==> src/rtl/cache_pkg.sv <==
// Shared definitions for the L1 data cache and its refill controller.
package cache_pkg;

    localparam int WORD        = 32;
    localparam int ADDRESSL    = 12;
    localparam int TAG         = 3;
    localparam int ADDR_W      = ADDRESSL + TAG;
    localparam int BLOCK_WORDS = 4;

    // Refill controller states
    typedef enum logic [1:0] {
        IDLE,
        REQ,
        FILL
    } refillState_e;

    // Aligns a word address down to the first word of its 4-word block
    function automatic logic [ADDR_W-1:0] blockBase(input logic [ADDR_W-1:0] adr);
        return {adr[ADDR_W-1:2], 2'b00};
    endfunction

endpackage

==> src/rtl/refill_buffer.sv <==
// Four-word capture register for a block being fetched from main memory.
module refill_buffer #(
    parameter int WORD = cache_pkg::WORD
) (
    input  logic            clk,
    input  logic            rst,
    input  logic            wrEn,
    input  logic [1:0]      wrIdx,
    input  logic [WORD-1:0] wrData,
    output logic [WORD-1:0] fillWord0,
    output logic [WORD-1:0] fillWord1,
    output logic [WORD-1:0] fillWord2,
    output logic [WORD-1:0] fillWord3
);
    import cache_pkg::*;

    logic [WORD-1:0] words [BLOCK_WORDS];

    // Capture the accepted memory word into its slot
    always_ff @(posedge clk or negedge rst) begin
        if (!rst) begin
            // NOTE: this buffer is a handful of flops rather than a RAM, so it is cleared on reset like any other state.
            for (int i = 0; i < BLOCK_WORDS; i++) words[i] <= '0;
        end else if (wrEn) begin
            words[wrIdx] <= wrData;
        end
    end

    // Present the stored words with the in-flight write bypassed, so the final word is usable on its capture edge
    always_comb begin
        fillWord0 = words[0];
        fillWord1 = words[1];
        fillWord2 = words[2];
        fillWord3 = words[3];
        if (wrEn) begin
            case (wrIdx)
                2'd0: fillWord0 = wrData;
                2'd1: fillWord1 = wrData;
                2'd2: fillWord2 = wrData;
                default: fillWord3 = wrData;
            endcase
        end
    end

endmodule

==> src/rtl/cache_refill_ctrl.sv <==
// Read-miss refill controller: fetches the aligned 4-word block from main
// memory, then strobes it into the direct-mapped L1 data cache.
module cache_refill_ctrl #(
    parameter int WORD     = cache_pkg::WORD,
    parameter int ADDRESSL = cache_pkg::ADDRESSL,
    parameter int TAG      = cache_pkg::TAG
) (
    input  logic                     clk,
    input  logic                     rst,
    input  logic [ADDRESSL+TAG-1:0]  address,
    input  logic                     cRead,
    input  logic                     hit,
    output logic                     ready,
    output logic                     memReq,
    output logic [ADDRESSL+TAG-1:0]  memAdr,
    input  logic                     memAck,
    input  logic [WORD-1:0]          memData,
    output logic                     cWrite,
    output logic [ADDRESSL+TAG-1:0]  adr0,
    output logic [ADDRESSL+TAG-1:0]  adr1,
    output logic [ADDRESSL+TAG-1:0]  adr2,
    output logic [ADDRESSL+TAG-1:0]  adr3,
    output logic [WORD-1:0]          block0,
    output logic [WORD-1:0]          block1,
    output logic [WORD-1:0]          block2,
    output logic [WORD-1:0]          block3,
    output logic [ADDRESSL+TAG-1:0]  misses
);
    import cache_pkg::*;

    localparam int ADDRW = ADDRESSL + TAG;

    refillState_e     state;
    refillState_e     nextState;
    logic [1:0]       cnt;
    logic [ADDRW-1:0] base;
    logic [ADDRW-1:0] missCount;
    logic             missDetect;
    logic             wordAccept;
    logic             lastWord;
    logic [WORD-1:0]  fillWord0;
    logic [WORD-1:0]  fillWord1;
    logic [WORD-1:0]  fillWord2;
    logic [WORD-1:0]  fillWord3;

    // memAck only counts while a request is outstanding; the fourth word ends the fetch
    assign missDetect = (state == IDLE) && cRead && !hit;
    assign wordAccept = (state == REQ) && memAck;
    assign lastWord   = wordAccept && (cnt == 2'd3);
    assign memAdr     = base + ADDRW'(cnt);
    assign misses     = missCount;

    refill_buffer #(.WORD(WORD)) buffer (
        .clk       (clk),
        .rst       (rst),
        .wrEn      (wordAccept),
        .wrIdx     (cnt),
        .wrData    (memData),
        .fillWord0 (fillWord0),
        .fillWord1 (fillWord1),
        .fillWord2 (fillWord2),
        .fillWord3 (fillWord3)
    );

    // State register
    always_ff @(posedge clk or negedge rst) begin
        if (!rst) begin
            state <= IDLE;
        end else begin
            // NOTE: non-blocking so every flop samples pre-edge values regardless of block order.
            state <= nextState;
        end
    end

    // Next-state decode and handshake outputs
    always_comb begin
        // NOTE: every signal written here gets a default first, so no path can infer a latch.
        nextState = state;
        ready     = 1'b0;
        memReq    = 1'b0;
        cWrite    = 1'b0;
        case (state)
            IDLE: begin
                ready = !cRead || hit;
                if (missDetect) nextState = REQ;
            end
            REQ: begin
                memReq = 1'b1;
                if (lastWord) nextState = FILL;
            end
            FILL: begin
                cWrite    = 1'b1;
                nextState = IDLE;
            end
            default: nextState = IDLE;
        endcase
    end

    // Latch the block base on a miss, step the word index per accepted word, count serviced misses
    always_ff @(posedge clk or negedge rst) begin
        if (!rst) begin
            base      <= '0;
            cnt       <= '0;
            missCount <= '0;
        end else if (missDetect) begin
            base      <= blockBase(address);
            cnt       <= '0;
            missCount <= missCount + 1'b1;
        end else if (wordAccept && !lastWord) begin
            cnt <= cnt + 1'b1;
        end
    end

    // Load the fill port on the edge into FILL; it then holds until the next refill completes
    always_ff @(posedge clk or negedge rst) begin
        if (!rst) begin
            adr0   <= '0;
            adr1   <= '0;
            adr2   <= '0;
            adr3   <= '0;
            block0 <= '0;
            block1 <= '0;
            block2 <= '0;
            block3 <= '0;
        end else if (lastWord) begin
            adr0   <= base;
            adr1   <= base + ADDRW'(1);
            adr2   <= base + ADDRW'(2);
            adr3   <= base + ADDRW'(3);
            block0 <= fillWord0;
            block1 <= fillWord1;
            block2 <= fillWord2;
            block3 <= fillWord3;
        end
    end

endmodule
==> config.mk <==
export PLATFORM = sky130hd
export DESIGN_NAME = cache_refill_ctrl
export DESIGN_NICKNAME = d
export VERILOG_FILES = /design/src/rtl/cache_pkg.sv /design/src/rtl/refill_buffer.sv /design/src/rtl/cache_refill_ctrl.sv
export SDC_FILE = /design/constraint.sdc
export NUM_CORES = 1
export LEC_CHECK = 0
export ABC_AREA = 1
export BUFFER_PORTS_ARGS = -buffer_cell sky130_fd_sc_hd__buf_4
export CAP_MARGIN = 30
export CELL_PAD_IN_SITES_DETAIL_PLACEMENT = 1
export CELL_PAD_IN_SITES_GLOBAL_PLACEMENT = 1
export CORE_MARGIN = 4
export CORE_UTILIZATION = 37
export DETAILED_ROUTE_END_ITERATION = 10
export PLACE_DENSITY = 0.87
export SETUP_SLACK_MARGIN = 0.15
export SKIP_CTS_REPAIR_TIMING = 1
export SLEW_MARGIN = 0
export SYNTH_ARGS = -nofsm -noshare
export SYNTH_HDL_FRONTEND = slang
export SYNTH_HIERARCHICAL = 1
export SYNTH_SLANG_ARGS = --single-unit
==> constraint.sdc <==
create_clock -name clk -period 1.64 [get_ports clk]
set_clock_uncertainty 0.15 [all_clocks]
set_input_delay 0.328 -clock clk [delete_from_list [all_inputs] [get_ports clk]]
set_output_delay 0.328 -clock clk [all_outputs]
set_load 0.02 [all_outputs]
[After elaboration in Yosys (flattened, before gate mapping)]
Cells that the tools add are included.
Cells by class
  add/subtract/negate cells: 6
  $lt $le $gt $ge: 2
  equal/unequal tests: 7
  multiplexer cells: 19
  bitwise logic cells: 1
  reduce and logical (&&, ||, !) cells: 15
Operator list (count)
  $mux 32: 9
  $bwmux 128: 1
  $demux 32 s2: 1
  $add 15x1->15 const B: 2
  $add 15x2->15 const B: 2
  $add 15x2->15: 1
  $mux 2: 4
  $eq 2x2->1 const B: 3
  $logic_and 1x1->1: 6
  $eq 2x1->1 const B: 2
  $logic_not 2->1: 2
  $ne 2x2->1 const B: 2
  $pmux 2 s2: 1
  $ge 3x3->1 const B: 1
  $logic_not 1->1: 3
  $lt 3x1->1 const B: 1
  $mux 1: 3
  $not 2->3: 1
  $reduce_or 3->1: 1
  $add 2x1->2 const B: 1
  $reduce_and 2->1: 1
  $reduce_bool 2->1: 1
  $logic_or 1x1->1: 1
Word-level totals
  bits in registers: 346
  bits of input ports: 52
  output and inout bits: 221
  logic and storage cells: 66

[Logic depth before layout (Yosys ltp)]
  word-level depth: 7
  depth in mapped cells: 11
  mapped depth without buffers: 10

[Cells and area by module]
Netlist, hierarchy kept.
By module, submodules not included
  cache_refill_ctrl: times used 1, cells each 805, area each 7146.9 um^2, sequential area each 4354.2 um^2
  refill_buffer: times used 1, cells each 692, area each 5632.9 um^2, sequential area each 3203.1 um^2

[Least setup slack after synthesis]
OpenSTA, ideal clock, no wires.
  path type: reg2reg
  start point: register state[1]
  end point: register block1[10]
  setup time: 0.065 ns
  arrival time: 1.575 ns
  required time: 1.425 ns
  path slack: -0.150 ns
  cell stages (with the launch flop): 11
  buffers on the path: 3
  clock period less this slack: 1.790 ns
  path through: dfrtp_1 -> nor2_4 -> nand2_1 -> inv_1 -> buf_4 -> buf_4 -> buf_4 -> nand4_1 -> nand2_1 -> nand2_1 -> nand2_1
Between the ends
  longest elaborated chain between the ends: 3
  elaborated cells on any way between the ends: 4
  classes of those cells: 1 x eq/ne; 1 x mux; 2 x reduce/logical
RTL lines
  start, declared: RTL line cache_refill_ctrl.sv:33  | refillState_e state;
  start signal, assigned: RTL line cache_refill_ctrl.sv:71  | state <= nextState;
  $eq 2x1->1: RTL line cache_refill_ctrl.sv:48  | assign wordAccept = (state == REQ) && memAck;
  $logic_and 1x1->1: RTL line cache_refill_ctrl.sv:48
  net wordAccept: RTL line cache_refill_ctrl.sv:39  | logic wordAccept;
  $mux 32: RTL line refill_buffer.sv:35  | if (wrEn) begin
  net fillWord1[10]: RTL line cache_refill_ctrl.sv:42  | logic [WORD-1:0] fillWord1;
  end signal, assigned: RTL line cache_refill_ctrl.sv:131  | block1 <= fillWord1;
  end, declared: RTL line cache_refill_ctrl.sv:24  | output logic [WORD-1:0] block1,
The timed path passes the listed nets, and every way through them passes these cells.
A chain may end at the register's enable or synchronous reset.

[Worst setup path after layout]
  start point: register state[1]
  end point: register block2[14]
Between the ends
  longest elaborated chain between the ends: 3
  elaborated cells on any way between the ends: 4
  classes of those cells: 1 x eq/ne; 1 x mux; 2 x reduce/logical
RTL lines
  $eq 2x1->1: RTL line cache_refill_ctrl.sv:48
  $logic_and 1x1->1: RTL line cache_refill_ctrl.sv:48
  net wordAccept: RTL line cache_refill_ctrl.sv:39
  $mux 32: RTL line refill_buffer.sv:35
  net fillWord2[14]: RTL line cache_refill_ctrl.sv:43  | logic [WORD-1:0] fillWord2;
  end signal, assigned: RTL line cache_refill_ctrl.sv:132  | block2 <= fillWord2;
  end, declared: RTL line cache_refill_ctrl.sv:25  | output logic [WORD-1:0] block2,
The timed path passes the listed nets, and every way through them passes these cells.

==> reports/metrics.cfg <==
[run_status]
outcome = finished with violations
violations = negative hold slack, negative setup slack

[placement]
place_congestion = 0.896
place_area_um2 = 15500
portBuffers = 266
dp_hpwl_um = 30200

[synth]
synth_compound_gate_area_share_pct = 1.02
syn_area_per_cell_um2 = 8.54
synth_cell_type_count = 23
seq_area_frac_synth_pct = 59.1
syn_area_um2 = 12800
ys.flop_type = dfrtp_1
synthAdderAreaFrac_pct = 0.196
synth_top_family_by_area = simple AND/OR/NAND/NOR gates
muxShareOfSynthArea_pct = 0
synth_cells = 1497
synth_edf_count = 0
synth_xor_area_share_pct = 0.754
yosys.area_share.simple_pct = 31.6
yosysWarnings = 6
ys_ff_latch = 302
async_flop_share_pct = 100

[detailed_routing]
wl_per_cell_um = 27.5
wl_um = 64600
drt_pass1_iterations = 5
drc = 0
ant_nets = 0
drt_iter0_drc = 1046
vias = 13200
viasPerCell = 5.63

[run]
cap_violations = 0

[worst_setup_path]
arrival_ps = 2250
cp_max_fo = 8
critPathKind = register to register
r2r_cells = 11
startpoint_type = register
r2r_end = block2[14]
path_common_cell = nand2_1
worst_path_max_delay_cell = dfrtp_1
timing.rr.start = state[1]
rrSetupSlack_ps = -330
end_kind = register
cp_slowest_stage_delay_ps = 410
crit_chain = nor2_4, nand2_4, inv_8, buf_6, nand3_4, buf_12, clkbuf_16, nand2_1, nand2_1, nand2_1, nand2_1
worst_path_dominant_cell_family = simple AND/OR/NAND/NOR gates
path_buf_inv = 4
critPathRequiredTime_ps = 1910

[floorplanning]
initial_utilization_pct = 37.8
io_pins = 273
rows = 67
chipWidth_um = 194
die_h_um = 194
dieArea_um2 = 37600
core_area_um2 = 33800

[sta]
finalSetupViolCount = 318
fin_crit_sh_pct = 120
rsz0062_at_grt = yes
fmax_ghz = 0.506
final_max_slew_viol_count = 0
holdWs_ps = -21.5
hold_viol = 1
period_needed_ps = 1970
fin_ws_ps = -335

[global_routing]
grt_max_degree = 65
grt_pass1_vias = 12500
grt_pass1_wl_um = 69300
antenna_found_initial = 2
grtUsageTotal_pct = 22.6
grt_overflow = 0

[hold_path]
worstHoldPathCells = 3
hp-start = memData[7]
hold_end = buffer/words[7]
hold_path.class = input port to register

[clock_network]
clkLatencyLatePin_ps = 540
h-tree-depth = 2
cts_inserted_buffers = 34
clock-sinks = 302
cts_root_buffer = clkbuf_16
cts_buffer_depth = 3
clkTransAtPathRegs_ps = 60
cts_tree = yes

[power]
clkPwrFrac_pct = 19.2
p_per_area_nw_per_um2 = 2120
seqPwrFrac_pct = 32.1
p_comb_share_pct = 48.6
switchingPower_mw = 18.7
leakage_nw = 10.8
switching_share_pct = 44.5
p_total_mw = 41.9
max-vdd-ir-drop_mv = 1.38
internal_power_mw = 23.3

[finish]
layout.nets = 1931
stdcell_area_um2 = 19800
num-fill-cells = 3680
area_growth_pct = 55.1
drive_above_1_share_pct = 39.5

## registers in the layout, summed over array words and instances (netlist names)
name,cells
misses,15
buffer/words,128
cnt,2
block2,32
state,2
block1,32
block3,32
adr2,1
adr3,13
block0,32
base,13
## area by class of cell
type	count	area [um2]	area share [%]
repair buffers	460	4810	24.3
well taps	448	561	2.83
clock inverters	10	125	0.631
inverters	32	154	0.777
repair inverters	3	52.6	0.265
clock buffers	50	1000	5.05
flip-flops and latches	302	7560	38.2
diodes	2	5.00	0.0253
multi-input cells	1044	5550	28.0
## cells in the final DEF (no fill, tap or decap), drive strengths merged
cell type and count:
or2 1, ha 2, buf 385, xnor2 3, dlygate4sd3 45, nand4 68, dfrtp 302, nor2 19
xor2 8, conb 4, nand2 865, nor3 5, clkinv 7, inv 36, o21ai 26, diode 2
bufinv 2, clkbuf 80, nand3 43
## power by group through the flow
| stage | Sequential [mW] | Combinational, mW | Clock, mW |
|---|---|---|---|
| 3_5_place_dp | 12.6 | 15.0 | 0 |
| 5_1_grt | 13.7 | 21.5 | 8.41 |
| 4_1_cts | 12.6 | 15.2 | 7.89 |
| 6_report | 13.5 | 20.4 | 8.06 |
| 3_3_place_gp | 12.4 | 14.3 | 0 |
| 2_1_floorplan | 14.3 | 6.95 | 0 |
## cell usage after synthesis, types with 7 or more instances
cell type    n  area, um2
nand2_1    864       3240
nand4_1     68        425
dfrtp_1    302       7560
o21ai_1     10       50.1
inv_1       28        105
buf_4       67        503
xor2_1       8       70.1
buf_6        7       78.8
nand3_1     41        205
o21ai_0     16       80.1
nor2_1      15       56.3
buf_2       42        210
## worst reg2reg max path: cells and delay by family, from the launching register on
family | cells | cell delay, ps
flip-flops | 1 | 410
AND/OR/NAND/NOR | 7 | 760
buffers and inverters | 4 | 540
## metal layers
layer / track usage, % / part of all wire, %
met1: 28.8 / 36
met2: 38.4 / 48
met3: 5.14 / 8.5
met4: 7.08 / 6.7
met5: 0 / 0
## how the worst max path moves through the flow
stage | startpoint | end | depth (start not counted)
final | state[1] | block2[14] | 11
after global routing | state[1] | block2[14] | 11
after CTS | state[1] | ready | 3
after detailed placement | state[0] | block3[25] | 11
after global placement | state[0] | block3[28] | 11
after floorplan | state[0] | block1[0] | 11
## cell families after synthesis
family / Yosys count
XOR/XNOR: 11
AND/OR/NAND/NOR: 1001
adder cells (fa/ha/maj): 2
buffers and inverters: 154
flip-flops: 302
AO/OA/AOI/OAI: 26
other: 1
## stage by stage
stage	hold WS [ps]	utilization [%]	setup TNS (ps)	cells	worst slack, ps
after floorplan	-118	-	-3530	1500	-36.0
after global placement	25.3	45.8	-1880	2163	-86.4
after detailed placement	28.9	45.8	-7910	2163	-162
after CTS	-511	49.1	-14390	2223	-337
after global routing	5.59	58.7	-53620	2351	-392
final	-21.5	58.7	-36660	2351	-335
Power figures use the tool's default switching activity.
